`src/rtl/ssm2603_i2s_adc_receiver.sv`:
```
// ssm2603_i2s_adc_receiver
// Deserialises the SSM2603 ADC I2S stream (slave to the FPGA-generated
// bclk/lrclk) into left-justified left/right words with a frame strobe.
// Ports:
//   clk, rst            system clock, async active-high reset
//   bclk, lrclk, adcdat I2S inputs (lrclk low = left channel)
//   left, right         last complete channel words (signed, MSB-aligned)
//   value               channel selected by mono_channel, updated at its commit
//   valid               one-cycle pulse on each right-word commit (full L+R frame)
//   short_word          one-cycle pulse when a committed half-frame had < w_sample bits
module ssm2603_i2s_adc_receiver #(
  parameter int unsigned w_sample     = 24,
  parameter int unsigned mono_channel = 0
) (
  input  logic                clk,
  input  logic                rst,
  input  logic                bclk,
  input  logic                lrclk,
  input  logic                adcdat,
  output logic [w_sample-1:0] left,
  output logic [w_sample-1:0] right,
  output logic [w_sample-1:0] value,
  output logic                valid,
  output logic                short_word
);

  localparam int unsigned CNT_W = $clog2(w_sample + 1);

  typedef enum logic [1:0] {IDLE, DELAY, SHIFT} state_t;

  state_t r_state;
  state_t w_state_next;

  logic r_dat_s1, r_dat_s2;
  logic r_bclk_s1, r_bclk_s2, r_bclk_d;
  logic r_lr_s1, r_lr_s2, r_lr_d;

  logic [w_sample-1:0] r_shreg;
  logic [CNT_W-1:0]    r_cnt;

  logic                w_bclk_rise;
  logic                w_lr_edge;
  logic                w_lr_fell;
  logic                w_short;
  logic                w_commit;
  logic                w_shift_en;
  logic [w_sample-1:0] w_word;

  // Identical two-flop chains keep data, bit clock and word clock aligned.
  always_ff @(posedge clk or posedge rst) begin
    if (rst) begin
      r_dat_s1  <= 1'b0;
      r_dat_s2  <= 1'b0;
      r_bclk_s1 <= 1'b0;
      r_bclk_s2 <= 1'b0;
      r_bclk_d  <= 1'b0;
      r_lr_s1   <= 1'b0;
      r_lr_s2   <= 1'b0;
      r_lr_d    <= 1'b0;
    end else begin
      r_dat_s1  <= adcdat;
      r_dat_s2  <= r_dat_s1;
      r_bclk_s1 <= bclk;
      r_bclk_s2 <= r_bclk_s1;
      r_bclk_d  <= r_bclk_s2;
      r_lr_s1   <= lrclk;
      r_lr_s2   <= r_lr_s1;
      r_lr_d    <= r_lr_s2;
    end
  end

  assign w_bclk_rise = r_bclk_s2 & ~r_bclk_d;
  assign w_lr_edge   = r_lr_s2 ^ r_lr_d;
  assign w_lr_fell   = r_lr_d & ~r_lr_s2;
  assign w_short     = (r_cnt < CNT_W'(w_sample));
  // Left-justify the captured bits; a zero count yields an all-zero word.
  assign w_word      = r_shreg << (CNT_W'(w_sample) - r_cnt);

  // State register.
  always_ff @(posedge clk or posedge rst) begin
    if (rst) r_state <= IDLE;
    else     r_state <= w_state_next;
  end

  // Next state and datapath controls. A bclk rise coincident with an lrclk
  // edge is taken as the one-bit delay slot of the new half-frame.
  always_comb begin
    w_state_next = r_state;
    w_commit     = 1'b0;
    w_shift_en   = 1'b0;
    case (r_state)
      IDLE: begin
        if (w_lr_fell) w_state_next = w_bclk_rise ? SHIFT : DELAY;
      end
      DELAY: begin
        if (w_lr_edge) begin
          w_commit     = 1'b1;
          w_state_next = w_bclk_rise ? SHIFT : DELAY;
        end else if (w_bclk_rise) begin
          w_state_next = SHIFT;
        end
      end
      SHIFT: begin
        if (w_lr_edge) begin
          w_commit     = 1'b1;
          w_state_next = w_bclk_rise ? SHIFT : DELAY;
        end else if (w_bclk_rise && w_short) begin
          w_shift_en = 1'b1;
        end
      end
      default: w_state_next = IDLE;
    endcase
  end

  // Shift register, bit counter and output words.
  always_ff @(posedge clk or posedge rst) begin
    if (rst) begin
      r_shreg    <= '0;
      r_cnt      <= '0;
      left       <= '0;
      right      <= '0;
      value      <= '0;
      valid      <= 1'b0;
      short_word <= 1'b0;
    end else begin
      valid      <= 1'b0;
      short_word <= 1'b0;
      if (w_commit) begin
        r_shreg    <= '0;
        r_cnt      <= '0;
        short_word <= w_short;
        if (r_lr_s2) begin
          // lrclk rose: the left half-frame just ended
          left <= w_word;
          if (mono_channel == 0) value <= w_word;
        end else begin
          right <= w_word;
          valid <= 1'b1;
          if (mono_channel != 0) value <= w_word;
        end
      end else if (w_shift_en) begin
        r_shreg <= {r_shreg[w_sample-2:0], r_dat_s2};
        r_cnt   <= r_cnt + CNT_W'(1);
      end
    end
  end

endmodule

```
`config.mk`:
```
export PLATFORM = sky130hd
export DESIGN_NAME = ssm2603_i2s_adc_receiver
export DESIGN_NICKNAME = d
export VERILOG_FILES = /design/src/rtl/ssm2603_i2s_adc_receiver.sv
export SDC_FILE = /design/constraint.sdc
export NUM_CORES = 1
export LEC_CHECK = 0
export CAP_MARGIN = 20
export CELL_PAD_IN_SITES_DETAIL_PLACEMENT = 0
export CELL_PAD_IN_SITES_GLOBAL_PLACEMENT = 1
export CORE_MARGIN = 3
export CORE_UTILIZATION = 45
export DETAILED_ROUTE_END_ITERATION = 12
export PLACE_DENSITY = 0.84
export SLEW_MARGIN = 10
export SYNTH_ARGS = -nofsm -noshare
export SYNTH_HDL_FRONTEND = slang
export SYNTH_SLANG_ARGS = --single-unit
```
`constraint.sdc`:
```
create_clock -name clk -period 7.4 [get_ports clk]
set_input_delay 0.74 -clock clk [delete_from_list [all_inputs] [get_ports clk]]
set_output_delay 0.74 -clock clk [all_outputs]
set_load 0.01 [all_outputs]
```
==> results of run 1 <==
-- kinds of logic (layout without fill, tap and decap cells) --
logic type               count (synthesis)  count (layout)  synth area share, %
AND/OR/NAND/NOR                        164             164                 14.0
AO/OA/AOI/OAI                           96              96                 12.5
flip-flops                              89              89                 44.5
buffers and inverters                   67             112                 8.76
multiplexers                            60              60                 16.4
XOR/XNOR                                 9               9                 2.10
adder cells (fa/ha/maj)                  7               7                 1.75
-- Yosys cell counts (2+ instances only) --
master,count,area (um^2)
mux2i_1,38,380
mux4_2,13,293
buf_6,5,56.3
or2_2,2,12.5
nand2b_1,3,18.8
and3_1,2,12.5
o31ai_1,22,165
buf_4,26,195
o21ai_1,4,20.0
nor2b_1,2,12.5
o221a_2,3,33.8
o22ai_1,2,12.5
nor3b_1,2,15.0
dfrtp_1,89,2230
xor2_1,2,17.5
mux2_2,6,67.6
ha_1,7,87.6
nand3_1,6,30.0
inv_1,9,33.8
buf_12,2,40.0
clkbuf_1,16,60.1
mux4_1,3,78.8
o21ai_0,43,215
and2_1,2,12.5
a31oi_1,2,12.5
buf_2,7,35.0
and3b_1,2,17.5
a21oi_1,5,25.0
xnor2_1,5,43.8
nor2_1,16,60.1
nand2_1,121,454
a22o_1,4,35.0
a32o_1,2,20.0
-- per-layer routing --
| layer | share of wire, % | global-route usage, % |
|---|---|---|
| met1 | 48 | 26.1 |
| met2 | 46 | 27.8 |
| met3 | 3.7 | 2.83 |
| met4 | 2.0 | 7.14 |
| met5 | 0 | 0 |
-- registers in the layout (all words and copies together) (netlist names) --
| register | flops |
|---|---|
| r_bclk_s1 | 1 |
| r_cnt | 5 |
| short_word | 1 |
| value | 24 |
| r_lr_s2 | 1 |
| r_bclk_d | 1 |
| r_dat_s2 | 1 |
| r_bclk_s2 | 1 |
| r_state | 2 |
| r_lr_d | 1 |
| r_lr_s1 | 1 |
| r_dat_s1 | 1 |
| valid | 1 |
| right | 24 |
| r_shreg | 24 |
-- report_power, final --
part / switching (mW) / leakage (nW) / total (mW) / internal (mW)
Sequential: 0.0143 / 1.22 / 0.521 / 0.506
Clock: 0.181 / 0.0929 / 0.338 / 0.157
Combinational: 0.232 / 1.09 / 0.375 / 0.143
-- critical path, stage by stage (launching register included) --
cell,delay [ps]
dfrtp_1,390
inv_2,260
ha_1,430
xor2_4,650
mux2i_1,330
mux2i_1,130
a222oi_1,470
mux2_2,250
-- area by class of cell --
type | instances | share of cell area, %
multi-input cells | 336 | 40.1
flip-flops and latches | 89 | 38.2
repair buffers | 86 | 14.8
well taps | 136 | 2.92
clock buffers | 10 | 2.19
clock inverters | 6 | 1.16
inverters | 10 | 0.665
-- metrics by stage --
stage               instances  util [%]  worst slack (ps)
floorplan                 492         -              4350
global placement          655      53.1              4380
detailed placement        655      53.1              4320
CTS                       671      54.9              4300
global route              673      55.3              4280
finish                    673      55.3              4420
-- worst paths after layout --
kind | cells after the start | slack [ps] | to
worst max-delay path | 7 | 4420 | value[17]$_DFFE_PP0P_
worst min-delay path | 0 | 360 | r_lr_s2$_DFF_PP0_
worst max register to register | 7 | 4420 | value[17]$_DFFE_PP0P_
worst min register to register | 0 | 360 | r_lr_s2$_DFF_PP0_
max in group asynchronous | 4 | 5960 | r_shreg[22]$_DFFE_PP0P_
min in group asynchronous | 3 | 810 | right[1]$_DFFE_PP0P_
==> impl_results.rst, run 1 <==
.. list-table::
   :header-rows: 1

   * - Metric
     - Value
   * - Startpoint of the tightest hold check path
     - r_lr_s1$_DFF_PP0_
   * - Clock-pin slew on the worst setup and hold paths
     - 90 ps
   * - Static power due to leakage
     - ~2.4 nW
   * - Area used by sequential logic in the layout
     - ~2200 um^2
   * - Largest vdd supply drop
     - 0.117 mV
   * - DP HPWL
     - approximately 7900 um
   * - Cell area after placement
     - ~5600 um^2
   * - GRT Resource Usage Total
     - a little under a fifth
   * - Top-level port count
     - between 70 and 80
   * - Die Wd
     - between 100 and 150 um
   * - Maximum fanout along the worst path
     - 26
   * - TritonCTS Sinks
     - between 80 and 90
   * - Vias
     - around 3,700
   * - Number of max-cap violations
     - 0
   * - Cell count after synthesis
     - between 400 and 500
   * - Design Power
     - approximately 1.2 mW
   * - Placeable core region
     - approximately 11,000 um^2
   * - Final wirelength
     - approximately 11,000 um
   * - WP data required
     - about 7700 ps
   * - Post-layout net count
     - approximately 540
   * - Fill cell total of the finished layout
     - 920
   * - Reg-to-Reg Start
     - r_cnt[0]$_DFFE_PP0P_
   * - Most frequent cells in the layout
     - 121 x nand2_1, 89 x dfrtp_1, 78 x clkdlybuf4s50_1
   * - Maximum clock path buffer count
     - 2
   * - Number of buffers inserted by post-CTS setup repair
     - 0
   * - Count of standard-cell rows
     - 37
   * - Number of levels in the clock H-tree
     - 3
   * - Pre-Repair DR Iteration Count
     - 6
   * - Count of antenna-violating nets left after detailed routing
     - 0
   * - Total count of max-transition violations in the final report
     - 0
   * - Number of global-route vias before repair
     - around 3,400
   * - Transition time of the tightest slew-check pin
     - around 860 ps
   * - Setup skew after layout
     - about 14 ps
   * - Setup violation total in the final timing report
     - 0
   * - Number of antenna violations at the first check in global routing
     - 0
   * - Yosys warning count
     - 0
   * - Post-layout instance area
     - around 6000 um^2
   * - Final setup TNS
     - 0 ps
   * - Detailed-route wire length per cell
     - 16.5 um
   * - Most common library cell in the layout ignoring fill and taps
     - nand2_1
   * - Post-synthesis sequential area ratio
     - between 40 and 50%
   * - Synth cell types
     - 52
   * - Global-route wire length before repair
     - between 15,000 and 20,000 um
   * - Post-CTS Resized
     - 0
   * - Max Clk Rate
     - 0.336 GHz
   * - Multi-input gate area
     - about 2300 um^2
   * - Worst Setup Start Kind
     - flop
   * - Initial Util
     - 47.4%
   * - Max-Slew Margin vs Limit
     - a little over two fifths
   * - Remaining DRCs
     - 0
   * - Final worst path period share
     - about 40%
   * - Chip height
     - between 100 and 150 um
   * - Antenna diodes
     - 0
   * - CTS root buffer
     - clkbuf_8
   * - DRT iter0 DRCs
     - approximately 230
   * - Class of the most critical hold timing path
     - flop to flop
   * - Number of flops mapped to enable cells by yosys
     - 0
   * - Layout-stage area growth over the synthesis result
     - 16.7%
   * - Hold_ws
     - between 300 and 400 ps
   * - Endpoints failing hold
     - 0
   * - Setup repair after global routing missed its margin
     - no
   * - Cts bufs inserted
     - 9
   * - Pin count of the biggest net entering global routing
     - 90
   * - Final weighted congestion of routability-driven global placement
     - about 0.9
   * - TritonCTS clock tree
     - built
   * - Flops & latches, synth
     - between 80 and 90
   * - Average instance area after synthesis
     - around 10 um^2
   * - Fraction of final layout cells sized beyond drive strength 1
     - 10.1%
   * - Share of async-settable or async-resettable flops after synthesis
     - 100%
   * - Origin of the worst setup path
     - r_cnt[0]$_DFFE_PP0P_
   * - Post-synth top flop
     - dfrtp_1
   * - Endpoint kind of the worst setup timing path
     - flop
   * - GRT overflow
     - 0
   * - Status
     - finished, final reports clean
   * - Via-per-instance ratio
     - ~5.5
   * - Syn Std Cell Area
     - about 5000 um^2
   * - Tmin final
     - approximately 3000 ps
   * - Signal arrival time at the worst endpoint
     - between 3000 and 4000 ps
   * - Count of port buffers added during placement
     - a little under 80
   * - Nets in the synthesized netlist
     - 504
   * - Critical path class
     - flop to flop
   * - Die area
     - 12,400 um^2
   * - Total of hold buffers inserted after clock tree synthesis
     - 0
   * - Pwr Density
     - 211 nW/um^2
   * - Clock latency on the worst-skew pair
     - about 380 ps
Note: power is estimated with default switching activity, not from simulation.
==> inputs of run 2 (changes only) <==
- CORE_UTILIZATION: 45 -> 38
- PLACE_DENSITY: 0.84 -> 0.76
- clock period: 7.4 -> 2.7 ns (I/O delays scaled with it)
==> impl_results.rst, run 2 (synthesis gave the netlist of run 1 again) <==
.. list-table::
   :header-rows: 1

   * - Metric
     - Value
   * - TritonCTS Sinks
     - 89 (unchanged)
   * - Die area
     - 14,600 um^2 (+17%)
   * - Setup violation total in the final timing report
     - 0 (unchanged)
   * - Signal arrival time at the worst endpoint
     - 2570 ps (-730 ps)
   * - Die Wd
     - 121 um (+8.3%)
   * - Design Power
     - 3.79 mW (+210%)
   * - Static power due to leakage
     - 2.49 nW (+3.7%)
   * - GRT overflow
     - 0 (unchanged)
   * - Post-layout net count
     - 554 (+1.8%)
   * - TritonCTS clock tree
     - built
   * - Pwr Density
     - 626 nW/um^2 (+200%)
   * - Final weighted congestion of routability-driven global placement
     - 0.881 (-0.79%)
   * - Top Usage Layer GRT
     - met2
   * - Count of antenna-violating nets left after detailed routing
     - 0 (unchanged)
   * - Count of port buffers added during placement
     - 78 (unchanged)
   * - Pin count of the biggest net entering global routing
     - 48 (-47%)
   * - Pre-Repair DR Iteration Count
     - 4 (-2)
   * - Setup repair after global routing missed its margin
     - no
   * - Global routing usage on met1
     - 21.9% (-4.2 points)
   * - Number of global-route vias before repair
     - 3,619 (+5.4%)
   * - Met3 Track Usage GR
     - 2.90% (+0.074 points)
   * - Number of max-cap violations
     - 0 (unchanged)
   * - Biggest registers after layout
     - r_shreg (24), right (24), value (24)
   * - Total count of max-transition violations in the final report
     - 0 (unchanged)
   * - GRT Resource Usage Total
     - 16.2% (-2.0 points)
   * - Max-Slew Margin vs Limit
     - 49.4% (+6.6 points)
   * - Global routing met2 resource utilization
     - 26.1% (-1.7 points)
   * - Hold_ws
     - 343 ps (-14.1 ps)
   * - Remaining DRCs
     - 0 (unchanged)
   * - CTS root buffer
     - clkbuf_16
   * - Top-level port count
     - 79 (unchanged)
   * - Transition time of the tightest slew-check pin
     - 756 ps (-100 ps)
   * - Placeable core region
     - 12,700 um^2 (+21%)
   * - Critical path class
     - flop to flop
   * - Maximum clock path buffer count
     - 2 (unchanged)
   * - Number of levels in the clock H-tree
     - 3 (unchanged)
   * - Clock-pin slew on the worst setup and hold paths
     - 70 ps (-20 ps)
   * - Detailed-route wire length per cell
     - 15.7 um (-4.9%)
   * - Number of antenna violations at the first check in global routing
     - 0 (unchanged)
   * - Final setup TNS
     - 0 ps (unchanged)
   * - Vias
     - 3,706 (+0.054%)
   * - Worst Setup Start Kind
     - flop
   * - Antenna diodes
     - 0 (unchanged)
   * - Max Clk Rate
     - 0.438 GHz (+30%)
   * - Tmin final
     - 2290 ps (-693 ps)
   * - Post-CTS Resized
     - 0 (unchanged)
   * - Total of hold buffers inserted after clock tree synthesis
     - 0 (unchanged)
   * - Endpoints failing hold
     - 0 (unchanged)
   * - Largest vdd supply drop
     - 0.274 mV (+130%)
   * - Number of buffers inserted by post-CTS setup repair
     - 0 (unchanged)
   * - Count of standard-cell rows
     - 41 (+11%)
   * - Instance count after placement with tap cells included
     - 703 (+7.3%)
   * - Setup skew after layout
     - 6.44 ps (-7.77 ps)
   * - Endpoint kind of the worst setup timing path
     - flop
   * - Fraction of final layout cells sized beyond drive strength 1
     - 11.9% (+1.8 points)
   * - Most frequent cells in the layout
     - 121 x nand2_1, 89 x dfrtp_1, 78 x clkdlybuf4s50_1
   * - DRT iter0 DRCs
     - 287 (+26%)
   * - Maximum fanout along the worst path
     - 31 (+19%)
   * - DP HPWL
     - 8400 um (+6.1%)
   * - Status
     - finished, final reports clean
   * - Via-per-instance ratio
     - 5.15 (-6.3%)
   * - Class of the most critical hold timing path
     - primary input to async pin
   * - Initial Util
     - 39.3% (-8.1 points)
   * - Final Non-Filler Cells
     - 719 (+6.8%)
   * - WP data required
     - 2990 ps (-4730 ps)
   * - Chip height
     - 121 um (+8.3%)
   * - Final worst path period share
     - 84.6% (+44 points)
   * - Cts bufs inserted
     - 9 (unchanged)
   * - Clock latency on the worst-skew pair
     - 340 ps (-40 ps)
   * - Layout-stage area growth over the synthesis result
     - 21.1%
   * - Most common library cell in the layout ignoring fill and taps
     - nand2_1
   * - Final wirelength
     - 11,300 um (+1.6%)
   * - Global-route wire length before repair
     - 18,800 um (+2.4%)
-- run 2: cell type report --
type                    instances  area (um^2)
clock buffers                  10          239
clock inverters                 6         66.3
fillers                      1230         6670
inverters                      10         38.8
multi-input cells             336         2340
flip-flops and latches         89         2230
well taps                     172          215
repair buffers                 96          928
-- run 2: report_power, final --
group	internal [mW]	leakage [nW]	switching, mW
clock network	0.743	0.141	0.527
registers	1.39	1.22	0.0405
logic	0.438	1.13	0.656
-- run 2: metrics by stage --
step	util, %	cell area, um^2	setup WS, ps
finish	47.6	6060	415
global route	47.6	6060	260
CTS	47.6	6060	422
detailed placement	45.2	5750	426
global placement	45.2	5750	483
floorplan	-	5000	123
-- run 2: worst paths after layout --
check / from / endpoint / slack (ps) / cells past startpoint
max in group asynchronous: rst / r_shreg[15]$_DFFE_PP0P_ / 1600 / 3
min: rst / right[0]$_DFFE_PP0P_ / 340 / 2
min in group clk: r_dat_s1$_DFF_PP0_ / r_dat_s2$_DFF_PP0_ / 350 / 0
max reg2reg: r_cnt[0]$_DFFE_PP0P_ / value[17]$_DFFE_PP0P_ / 410 / 8
max: r_cnt[0]$_DFFE_PP0P_ / value[17]$_DFFE_PP0P_ / 410 / 8
min reg2reg: r_dat_s1$_DFF_PP0_ / r_dat_s2$_DFF_PP0_ / 350 / 0
-- run 2: critical path: stages, from the launching register on --
cell and delay [ps]:
dfrtp_1 360, inv_2 40, ha_1 320, buf_12 190
mux2i_1 160, mux2i_1 300, mux2i_1 170, a222oi_1 460
mux2_2 230
-- run 2: per-layer routing --
metal	wire length [um]	share of wire (%)	up-vias
li1	-	-	1803
met1	5230	46	1799
met2	5360	48	89
met3	488	4.3	15
met4	191	1.7	0
met5	0	0	-
